==> src/rtl/l2_mem_pkg.sv <==
// Shared types and sizing helpers for the L2 backing-memory responder.
// Sizing localparams reflect the default configuration; modules derive their own from parameters.
package l2_mem_pkg;

  typedef enum logic [1:0] {
    IDLE,
    BUSY,
    RESP
  } state_e;

  typedef enum logic {
    OP_RD,
    OP_WR
  } op_e;

  localparam int DEF_DATA_WIDTH = 8;
  localparam int DEF_ADDR_WIDTH = 4;
  localparam int DEF_BLOCK_SIZE = 8;

  localparam int OFFSET_BITS = $clog2(DEF_BLOCK_SIZE);
  localparam int INDEX_BITS  = DEF_ADDR_WIDTH - OFFSET_BITS;
  localparam int NUM_BLOCKS  = 1 << INDEX_BITS;
  localparam int BLOCK_BITS  = DEF_BLOCK_SIZE * DEF_DATA_WIDTH;

  // Counter only ever holds LAT-1, so clog2 of the larger latency suffices (min 1 bit).
  function automatic int cnt_width(input int rd_lat, input int wr_lat);
    int max_lat;
    max_lat = (rd_lat > wr_lat) ? rd_lat : wr_lat;
    return (max_lat <= 2) ? 1 : $clog2(max_lat);
  endfunction

endpackage

==> src/rtl/l2_backing_mem_if.sv <==
// L2 memory-side bus: block address, read/write request levels, block data and completion status.
interface l2_backing_mem_if
  import l2_mem_pkg::*;
#(
  parameter int DATA_WIDTH = DEF_DATA_WIDTH,
  parameter int ADDR_WIDTH = DEF_ADDR_WIDTH,
  parameter int BLOCK_SIZE = DEF_BLOCK_SIZE
);

  localparam int BLK_W = BLOCK_SIZE * DATA_WIDTH;

  logic [ADDR_WIDTH-1:0] mem_addr;
  logic                  mem_read;
  logic                  mem_write;
  logic [BLK_W-1:0]      mem_data_out_flat;
  logic [BLK_W-1:0]      mem_data_block_flat;
  logic                  mem_ready;
  logic                  mem_busy;
  logic                  proto_err;

  modport master (
    output mem_addr, mem_read, mem_write, mem_data_out_flat,
    input  mem_data_block_flat, mem_ready, mem_busy, proto_err
  );

  modport slave (
    input  mem_addr, mem_read, mem_write, mem_data_out_flat,
    output mem_data_block_flat, mem_ready, mem_busy, proto_err
  );

endinterface

==> src/rtl/l2_mem_array.sv <==
// Single-port block RAM: synchronous write, registered read, synchronous clear of every entry.
// The read register only changes on a read strobe or clear, so it doubles as the held read block.
module l2_mem_array
  import l2_mem_pkg::*;
#(
  parameter int IDX_W = INDEX_BITS,
  parameter int BLK_W = BLOCK_BITS
) (
  input  logic             clk,
  input  logic             rst,
  input  logic             we_i,
  input  logic             re_i,
  input  logic [IDX_W-1:0] idx_i,
  input  logic [BLK_W-1:0] wdata_i,
  output logic [BLK_W-1:0] rdata_o
);

  localparam int N_BLK = 1 << IDX_W;

  logic [BLK_W-1:0] mem_q [N_BLK];
  logic [BLK_W-1:0] rdata_q;

  always_ff @(posedge clk) begin
    if (rst) begin
      for (int i = 0; i < N_BLK; i++) begin
        mem_q[i] <= '0;
      end
      rdata_q <= '0;
    end else begin
      if (we_i) begin
        mem_q[idx_i] <= wdata_i;
      end
      if (re_i) begin
        rdata_q <= mem_q[idx_i];
      end
    end
  end

  assign rdata_o = rdata_q;

endmodule

==> src/rtl/l2_backing_mem.sv <==
// Main-memory responder for the L2 memory side: whole-block reads/writes with programmable latency.
// state | meaning
// IDLE  | waiting; request levels sampled, write wins over read (and flags proto_err)
// BUSY  | latency countdown; at zero the write commits or the read block is loaded
// RESP  | one-cycle mem_ready pulse, then back to IDLE
module l2_backing_mem
  import l2_mem_pkg::*;
#(
  parameter int DATA_WIDTH    = 8,
  parameter int ADDR_WIDTH    = 4,
  parameter int BLOCK_SIZE    = 8,
  parameter int READ_LATENCY  = 3,
  parameter int WRITE_LATENCY = 2
) (
  input logic               clk,
  input logic               rst,
  l2_backing_mem_if.slave   mem_if
);

  localparam int OFF_W = $clog2(BLOCK_SIZE);
  localparam int IDX_W = ADDR_WIDTH - OFF_W;
  localparam int BLK_W = BLOCK_SIZE * DATA_WIDTH;
  localparam int CNT_W = cnt_width(READ_LATENCY, WRITE_LATENCY);

  localparam logic [CNT_W-1:0] RD_INIT = CNT_W'(READ_LATENCY - 1);
  localparam logic [CNT_W-1:0] WR_INIT = CNT_W'(WRITE_LATENCY - 1);

  state_e           state_q;
  op_e              op_q;
  logic [CNT_W-1:0] cnt_q;
  logic [IDX_W-1:0] idx_q;
  logic [BLK_W-1:0] wdata_q;
  logic             ready_q;
  logic             busy_q;
  logic             perr_q;

  logic [IDX_W-1:0] req_idx;
  logic             commit;
  logic             arr_we;
  logic             arr_re;
  logic [BLK_W-1:0] arr_rdata;

  assign req_idx = mem_if.mem_addr[ADDR_WIDTH-1:OFF_W];

  if (OFF_W > 0) begin : g_offset
    logic unused_offset;
    assign unused_offset = ^mem_if.mem_addr[OFF_W-1:0];
  end

  always_ff @(posedge clk) begin
    if (rst) begin
      state_q <= IDLE;
      op_q    <= OP_RD;
      cnt_q   <= '0;
      idx_q   <= '0;
      wdata_q <= '0;
      ready_q <= 1'b0;
      busy_q  <= 1'b0;
      perr_q  <= 1'b0;
    end else begin
      case (state_q)
        IDLE: begin
          ready_q <= 1'b0;
          busy_q  <= 1'b0;
          if (mem_if.mem_write) begin
            idx_q   <= req_idx;
            wdata_q <= mem_if.mem_data_out_flat;
            op_q    <= OP_WR;
            cnt_q   <= WR_INIT;
            busy_q  <= 1'b1;
            state_q <= BUSY;
            if (mem_if.mem_read) begin
              perr_q <= 1'b1;
            end
          end else if (mem_if.mem_read) begin
            idx_q   <= req_idx;
            op_q    <= OP_RD;
            cnt_q   <= RD_INIT;
            busy_q  <= 1'b1;
            state_q <= BUSY;
          end
        end
        BUSY: begin
          if (cnt_q != '0) begin
            cnt_q <= cnt_q - CNT_W'(1);
          end else begin
            ready_q <= 1'b1;
            state_q <= RESP;
          end
        end
        RESP: begin
          ready_q <= 1'b0;
          busy_q  <= 1'b0;
          state_q <= IDLE;
        end
        default: begin
          state_q <= IDLE;
        end
      endcase
    end
  end

  // Array access happens on the same edge that leaves BUSY, so RESP already sees the result.
  assign commit = (state_q == BUSY) && (cnt_q == '0);
  assign arr_we = commit && (op_q == OP_WR);
  assign arr_re = commit && (op_q == OP_RD);

  l2_mem_array #(
    .IDX_W (IDX_W),
    .BLK_W (BLK_W)
  ) u_array (
    .clk     (clk),
    .rst     (rst),
    .we_i    (arr_we),
    .re_i    (arr_re),
    .idx_i   (idx_q),
    .wdata_i (wdata_q),
    .rdata_o (arr_rdata)
  );

  assign mem_if.mem_data_block_flat = arr_rdata;
  assign mem_if.mem_ready           = ready_q;
  assign mem_if.mem_busy            = busy_q;
  assign mem_if.proto_err           = perr_q;

endmodule
==> src/flat_wrapper.sv <==
// flat-port wrapper written by rule: the top's interface ports become plain ports
module l2_backing_mem_flat import l2_mem_pkg::*;
#(
  parameter int DATA_WIDTH    = 8,
  parameter int ADDR_WIDTH    = 4,
  parameter int BLOCK_SIZE    = 8,
  parameter int READ_LATENCY  = 3,
  parameter int WRITE_LATENCY = 2
)
  (clk, rst, mem_if_mem_addr, mem_if_mem_read, mem_if_mem_write, mem_if_mem_data_out_flat, mem_if_mem_data_block_flat, mem_if_mem_ready, mem_if_mem_busy, mem_if_proto_err);
  l2_backing_mem_if #(.DATA_WIDTH(DATA_WIDTH), .ADDR_WIDTH(ADDR_WIDTH), .BLOCK_SIZE(BLOCK_SIZE)) mem_if_i ();
  input logic clk;
  input logic rst;
  input wire logic [$bits(mem_if_i.mem_addr)-1:0] mem_if_mem_addr;
  input wire logic [$bits(mem_if_i.mem_read)-1:0] mem_if_mem_read;
  input wire logic [$bits(mem_if_i.mem_write)-1:0] mem_if_mem_write;
  input wire logic [$bits(mem_if_i.mem_data_out_flat)-1:0] mem_if_mem_data_out_flat;
  output wire logic [$bits(mem_if_i.mem_data_block_flat)-1:0] mem_if_mem_data_block_flat;
  output wire logic [$bits(mem_if_i.mem_ready)-1:0] mem_if_mem_ready;
  output wire logic [$bits(mem_if_i.mem_busy)-1:0] mem_if_mem_busy;
  output wire logic [$bits(mem_if_i.proto_err)-1:0] mem_if_proto_err;
  assign mem_if_i.mem_addr = mem_if_mem_addr;
  assign mem_if_i.mem_read = mem_if_mem_read;
  assign mem_if_i.mem_write = mem_if_mem_write;
  assign mem_if_i.mem_data_out_flat = mem_if_mem_data_out_flat;
  assign mem_if_mem_data_block_flat = mem_if_i.mem_data_block_flat;
  assign mem_if_mem_ready = mem_if_i.mem_ready;
  assign mem_if_mem_busy = mem_if_i.mem_busy;
  assign mem_if_proto_err = mem_if_i.proto_err;
  l2_backing_mem #(.DATA_WIDTH(DATA_WIDTH), .ADDR_WIDTH(ADDR_WIDTH), .BLOCK_SIZE(BLOCK_SIZE), .READ_LATENCY(READ_LATENCY), .WRITE_LATENCY(WRITE_LATENCY)) u_core (.clk(clk), .rst(rst), .mem_if(mem_if_i));
endmodule
==> config.mk <==
export PLATFORM = sky130hd
export DESIGN_NAME = l2_backing_mem_flat
export DESIGN_NICKNAME = d
export VERILOG_FILES = /design/src/rtl/l2_mem_pkg.sv /design/src/rtl/l2_backing_mem_if.sv /design/src/rtl/l2_mem_array.sv /design/src/rtl/l2_backing_mem.sv /design/src/flat_wrapper.sv
export SDC_FILE = /design/constraint.sdc
export NUM_CORES = 1
export LEC_CHECK = 0
export CELL_PAD_IN_SITES_DETAIL_PLACEMENT = 0
export CELL_PAD_IN_SITES_GLOBAL_PLACEMENT = 1
export CORE_ASPECT_RATIO = 1.25
export CORE_UTILIZATION = 30
export DETAILED_ROUTE_END_ITERATION = 10
export MAX_ROUTING_LAYER = met4
export PLACE_DENSITY = 0.58
export SYNTH_ARGS = -nofsm -noshare
export SYNTH_HDL_FRONTEND = slang
export SYNTH_SLANG_ARGS = --single-unit
==> constraint.sdc <==
create_clock -name clk -period 2.86 [get_ports clk]
set_input_delay 0.429 -clock clk [delete_from_list [all_inputs] [get_ports clk]]
set_output_delay 0.429 -clock clk [all_outputs]
set_load 0.02 [all_outputs]
==> out/metrics.cfg, run 1 <==
[global_routing]
grt_pass1_vias=6274
use_met2=0.245
grt_start_max_net_pins=135
antenna_found_initial=1
grtUsageMet3=0.0200
overflow=0
grt_busiest_layer=met2
gr-usage-met1=0.161
grt_use_total=0.137
grt_pass1_wl_um=36000

[timing]
fin_crit_ns=2.07
finClkSkew_ns=0.0181
fmax_mhz=483
rsz0062_at_grt=no
worstMarginPinSlew_ns=0.704
hold_viol=0
drv_slew=0
relSlewSlack=0.530
setup_tns_ns=0
period_share=0.724
setup_viol=0

[placed_design]
dp.cells=1388
place_congestion=0.706
io_buffers=135
hpwl_um=13100

[hold_path]
worstHoldPathType=input port to flip-flop

[die]
core_area_um2=33000
io_pins=139
start_util=0.307
dieHeight_um=207
dieArea_um2=34500
die_w_um=166
num_rows=74

[setup_path]
critical_path.max_fanout=64
setup.worst_path.start=u_core.cnt_q[0]$_SDFFE_PP0P_
reg2reg_setup_slack_ns=0.79
cp-end-kind=flip-flop
crit_end=u_core.u_array.mem_q[1][6]$_SDFFCE_PN0P_
worst_setup_path_start_kind=flip-flop
arrival_ns=2.45
r2r_cells=6
r2r-start=u_core.cnt_q[0]$_SDFFE_PP0P_
path_class=flip-flop to flip-flop
critPathRequiredTime_ns=3.24
timing.rr.end=u_core.u_array.mem_q[1][6]$_SDFFCE_PN0P_

[cells_and_area]
drive_gt1_frac=0.0647
multiInputGateArea_um2=3220
nets=1072
ff_latch_area_um2=6590
fill_cells=3285
final_cell_count_no_fill=1439
syn_to_final_growth_pct=25.8

[route]
wl_um=22800
drtAntennaViolNets=0
drc=7
vias=6434
first_pass_iters=7
via_per_inst=4.47
post_drt_wl_per_cell_um=15.9
drtIter0Drc=250

[synth]
synth_area_leaders=edfxtp_1, dfxtp_1, and2_1
yosysTopAreaCell=edfxtp_1
netlist.area_leader.share=0.379
synth-seq-area-share=0.650
ys.flop_type=dfxtp_1
synth_fp_nets=955
synth_cell_type_count=28
synthArstFlopShare=0
ys_ff_latch=265
ys_warn_count=0
syn_inst=882
netlist_area_um2=10100
synth_edf_count=128
avgSynthCellArea_um2=11.5

[clock_tree]
clk_latency_ns=0.53
cts.sinks=265
post-cts-setup-buffers=0
htreeDepth=1
clk_pin_slew_worst_paths_ns=0.06
cts_resized=0
clk_path_buf_depth=3
cts_tree=done
clock_tree.root_cell=clkbuf_16
cts_hold_buffers=0
cts_buffers=27

[power_and_ir_drop]
switching_share=0.261
leakage_nw=4.48
p_clk_frac=0.360
power.density_nw_per_um2=729
power_mw=9.28
seqPwrFrac=0.480
p_switching_mw=2.42
intPower_mw=6.86
combPwrFrac=0.160
peakVddDrop_mv=0.365

[run_status]
status=finished with violations
violations=DRC

[run]
drv_cap=0

synthesized netlist by cell type (all sizes together), types with 2 or more instances:
| cell | n |
|---|---|
| and2 | 128 |
| buf | 46 |
| inv | 3 |
| nor2 | 72 |
| clkbuf | 20 |
| or2 | 3 |
| nor3b | 2 |
| o31ai | 3 |
| a211oi | 64 |
| edfxtp | 128 |
| a21oi | 70 |
| dfxtp | 137 |
| and4bb | 2 |
| mux2i | 65 |
| nand2 | 129 |
metrics by stage:
| step | instance area (µm²) | setup WS, ns | util | hold slack, ns |
|---|---|---|---|---|
| finish | 12700 | 0.789 | 0.387 | 0.119 |
| global route | 12700 | 0.642 | 0.387 | 0.103 |
| CTS | 12700 | 0.749 | 0.387 | 0.0980 |
| detailed placement | 11900 | 0.634 | 0.361 | 0.452 |
| global placement | 11900 | 0.661 | 0.361 | 0.446 |
| floorplan | 10100 | 0.508 | - | 0.440 |
registers in the layout, summed over array words and instances (netlist names):
register,cells
u_core.state_q,2
u_core.mem_if.mem_busy,1
u_core.cnt_q,2
u_core.mem_if.proto_err,1
u_core.mem_if.mem_ready,1
u_core.wdata_q,64
u_core.u_array.rdata_o,64
u_core.idx_q,1
u_core.op_q,1
u_core.u_array.mem_q,128
how the worst min path moves through the flow:
stage	from	endpoint	slack, ns	cells after the start
final	rst	u_core.wdata_q[2]$_SDFFE_PP0P_	0.12	2
after global routing	rst	u_core.wdata_q[2]$_SDFFE_PP0P_	0.10	2
after global placement	u_core.wdata_q[21]$_SDFFE_PP0P_	u_core.wdata_q[21]$_SDFFE_PP0P_	0.45	2
after floorplan	u_core.wdata_q[0]$_SDFFE_PP0P_	u_core.wdata_q[0]$_SDFFE_PP0P_	0.44	2
after detailed placement	u_core.wdata_q[51]$_SDFFE_PP0P_	u_core.wdata_q[51]$_SDFFE_PP0P_	0.45	2
after CTS	rst	u_core.wdata_q[38]$_SDFFE_PP0P_	0.1	2
power groups by stage:
stage	Clock (mW)	Sequential, mW	Combinational [mW]
floorplan	0	4.69	0.699
global placement	0	4.54	1.51
detailed placement	0	4.54	1.52
CTS	3.45	4.46	1.53
global route	3.59	4.50	1.63
finish	3.34	4.46	1.48
area by class of cell:
class	instances	area share
clock buffer	35	0.0554
sequential	265	0.517
clock inverter	15	0.00962
multi-input combinational	548	0.253
timing repair buffer	154	0.123
tap	418	0.0410
inverter	3	0.000884
antenna	1	0.000196
cells by family after synthesis:
family | share of synthesized area
buffers and inverters | 0.0340
adders and majority gates | 0.00123
muxes | 0.0642
and+or+nand+nor | 0.162
DFF | 0.650
AOI/OAI and AO/OA | 0.0879
metal layers:
metal,up-vias,share of wire
li1,3292,-
met1,3005,0.44
met2,110,0.50
met3,27,0.042
met4,0,0.018
met5,-,0
cells in the final DEF (no fill, tap or decap), types with 2 or more instances in the layout:
master	n
a211oi_1	64
buf_12	6
inv_1	3
a21oi_1	70
clkinv_2	7
clkinv_1	5
edfxtp_1	128
buf_4	13
mux2i_1	65
clkbuf_1	8
clkbuf_16	27
nor2_1	72
nand2_1	129
or2_4	2
bufinv_16	2
dfxtp_1	136
o31ai_1	3
clkdlybuf4s50_1	134
and2_1	128
critical path, stage by stage (launching register included):
cell      delay, ns
dfxtp_1        0.31
inv_1          0.07
ha_1           0.28
and4bb_1       0.26
and3_2         0.20
buf_4          0.57
and2_1         0.22
Power figures use the tool's default switching activity.
==> inputs of run 2 (changes only) <==
==> constraint.sdc (replaced) <==
create_clock -name clk -period 2.1 [get_ports clk]
set_input_delay 0.315 -clock clk [delete_from_list [all_inputs] [get_ports clk]]
set_output_delay 0.315 -clock clk [all_outputs]
set_load 0.02 [all_outputs]
==> run 2 against run 1 <==
The run still ends with DRC left. Clock-buffer cell count increased by 2. Die area unchanged. Highest routed layer unchanged. Final cell count increased by 0.56%. Critical endpoint is now mem_if_mem_data_block_flat[0]. Register-to-register slack got worse by 0.49 ns.
==> out/metrics.cfg, run 2 (synthesized netlist as in run 1, its figures left out) <==
[clock_tree]
cts_buffers=28  ; +3.7%
post-cts-setup-buffers=0  ; unchanged
clk_pin_slew_worst_paths_ns=0.06  ; about the same
cts.sinks=265  ; unchanged
cts_tree=done
cts_resized=0  ; unchanged
clock_tree.root_cell=clkbuf_16
clk_latency_ns=0.55  ; +0.02 ns
clk_path_buf_depth=3  ; unchanged
htreeDepth=1  ; unchanged
cts_hold_buffers=0  ; unchanged

[setup_path]
critical_path.max_fanout=2  ; -97%
path_cells=clkdlybuf4s50_1
critPathRequiredTime_ns=1.78  ; -1.46 ns
critPathMaxStageDelay_ns=0.63  ; +0.06 ns
cp-end-kind=primary output
reg2reg_setup_slack_ns=0.30  ; -0.49 ns
crit_buf_inv=1  ; -1
arrival_ns=1.55  ; -0.90 ns
timing.rr.end=u_core.u_array.mem_q[1][18]$_SDFFCE_PN0P_
worst_setup_path_start_kind=flip-flop
path_class=flip-flop to primary output
slowest_stage=clkdlybuf4s50_1
r2r-start=u_core.state_q[1]$_SDFFE_PP0P_
crit_family=buffers and inverters
r2r_cells=4  ; -2

[placed_design]
dp.cells=1393  ; +0.36%
place_congestion=0.683  ; -3.2%
place_area_um2=12000  ; +0.49%
hpwl_um=13700  ; +4.6%
io_buffers=135  ; unchanged

[global_routing]
grt_pass1_wl_um=36900  ; +2.5%
grt_start_max_net_pins=76  ; -44%
grt_pass1_vias=6436  ; +2.6%
grt_use_total=0.141  ; +0.00341
overflow=0  ; unchanged
antenna_found_initial=2  ; +1

[hold_path]
hold_start=rst
hold_path_depth=2  ; unchanged
worstHoldPathType=input port to flip-flop
hold_end=u_core.state_q[1]$_SDFFE_PP0P_

[timing]
fmax_mhz=535
relSlewSlack=0.416  ; -0.115
fin_crit_ns=1.87
setup_viol=0  ; unchanged
worstMarginPinSlew_ns=0.876  ; +0.172 ns
setup_tns_ns=0  ; unchanged
period_share=0.889
finClkSkew_ns=0.0201  ; +0.00201 ns
drv_slew=0  ; unchanged
hold_viol=0  ; unchanged
whs_ns=0.172  ; +0.0531 ns
rsz0062_at_grt=no

[cells_and_area]
drive_gt1_frac=0.0759  ; +0.0112
syn_to_final_growth_pct=27.2
postLayoutCellArea_um2=12900  ; +1.1%
final_cell_count_no_fill=1447  ; +0.56%
final_cell_mix=dfxtp_1, clkdlybuf4s50_1, nand2_1
final_common_cell=dfxtp_1
nets=1078  ; +0.56%
largest_register_ffs=128  ; unchanged
top_register=u_core.u_array.mem_q
fill_cells=3220  ; -2.0%

[route]
post_drt_wl_per_cell_um=16.2  ; +2.0%
vias=6561  ; +2.0%
first_pass_iters=9  ; +2
drc=9  ; +2
via_per_inst=4.53  ; +1.4%
drtIter0Drc=306  ; +22%
drtAntennaViolNets=0  ; unchanged
wl_um=23400  ; +2.6%

[die]
die_w_um=166  ; unchanged
core_area_um2=33000  ; unchanged
io_pins=139  ; unchanged
num_rows=74  ; unchanged
start_util=0.307  ; unchanged
dieArea_um2=34500  ; unchanged
dieHeight_um=207  ; unchanged

[run]
drv_cap=0  ; unchanged

[run_status]
status=finished with violations
violations=DRC

[power_and_ir_drop]
peakVddDrop_mv=0.476  ; +31%
leakage_nw=4.55  ; +1.5%
power.density_nw_per_um2=1010  ; +38%

-- run 2: cell types whose count changed in the layout (fill, tap and decap cells not counted) --
cell	change
clkbuf_16	+1
clkbuf_8	+3
clkinv_2	+1
clkinv_1	-3
clkinvlp_4	+1
buf_4	+4
buf_6	-1
clkinv_8	+1
clkbuf_1	-2
diode_2	+1
buf_12	+2
-- run 2: metrics by stage --
stage | worst slack (ns) | utilization | total power [mW]
after global routing | 0.162 | 0.391 | 13.6
final | 0.232 | 0.391 | 13.0
after global placement | 0.267 | 0.363 | 8.26
after CTS | 0.172 | 0.391 | 13.2
after floorplan | 0.0614 | - | 7.33
after detailed placement | 0.281 | 0.363 | 8.28
-- run 2: layout make-up --
type                            count  area, µm²  area share
Tap cell                          418        523      0.0406
Clock buffer                       37        764      0.0593
Sequential cell                   265       6590       0.512
Multi-Input combinational cell    548       3220       0.250
Clock inverter                     15        140      0.0109
Inverter                            3       11.3    0.000874
Antenna cell                        2       5.00    0.000389
Timing Repair Buffer              159       1630       0.126
-- run 2: metal layers --
metal / GRT usage / part of all wire
met5: - / 0
met4: 0.0370 / 0.018
met3: 0.0246 / 0.046
met2: 0.247 / 0.51
met1: 0.165 / 0.42
-- run 2: worst max path at each step --
| stage | cells past startpoint | slack [ns] | to | startpoint |
|---|---|---|---|---|
| 2_1_floorplan | 6 | 0.06 | u_core.u_array.mem_q[0][0]$_SDFFCE_PN0P_ | u_core.cnt_q[0]$_SDFFE_PP0P_ |
| 3_3_place_gp | 4 | 0.27 | u_core.u_array.mem_q[1][28]$_SDFFCE_PN0P_ | rst |
| 3_5_place_dp | 4 | 0.28 | u_core.u_array.mem_q[1][28]$_SDFFCE_PN0P_ | rst |
| 4_1_cts | 1 | 0.17 | mem_if_mem_data_block_flat[33] | u_core.u_array.rdata_o[33]$_SDFFE_PP0P_ |
| 5_1_grt | 1 | 0.16 | mem_if_mem_data_block_flat[0] | u_core.u_array.rdata_o[0]$_SDFFE_PP0P_ |
| 6_report | 1 | 0.23 | mem_if_mem_data_block_flat[0] | u_core.u_array.rdata_o[0]$_SDFFE_PP0P_ |
-- run 2: worst register-to-register path, cell delays in order (launching register included) --
cell      delay [ns]
dfxtp_1         0.55
and4bb_1        0.26
and3_2          0.23
or2_4           0.24
buf_12          0.22
-- run 2: report_power, final --
part	total (mW)	internal [mW]	leakage, nW	switching [mW]
registers	6.07	5.84	2.45	0.224
clock network	4.87	2.81	0.448	2.06
logic	2.05	0.910	1.65	1.14
total	13.0	9.57	4.55	3.42
==> inputs of run 3 (changes only) <==
--- a/config.mk
+++ b/config.mk
@@ -10,6 +10,7 @@
 export CORE_ASPECT_RATIO = 1.25
 export CORE_UTILIZATION = 30
 export DETAILED_ROUTE_END_ITERATION = 10
+export GPL_ROUTABILITY_DRIVEN = 0
 export MAX_ROUTING_LAYER = met4
 export PLACE_DENSITY = 0.58
 export SYNTH_ARGS = -nofsm -noshare
==> results of run 3 <==
Same layout as run 2: the final DEF is identical, and so are final timing and power.
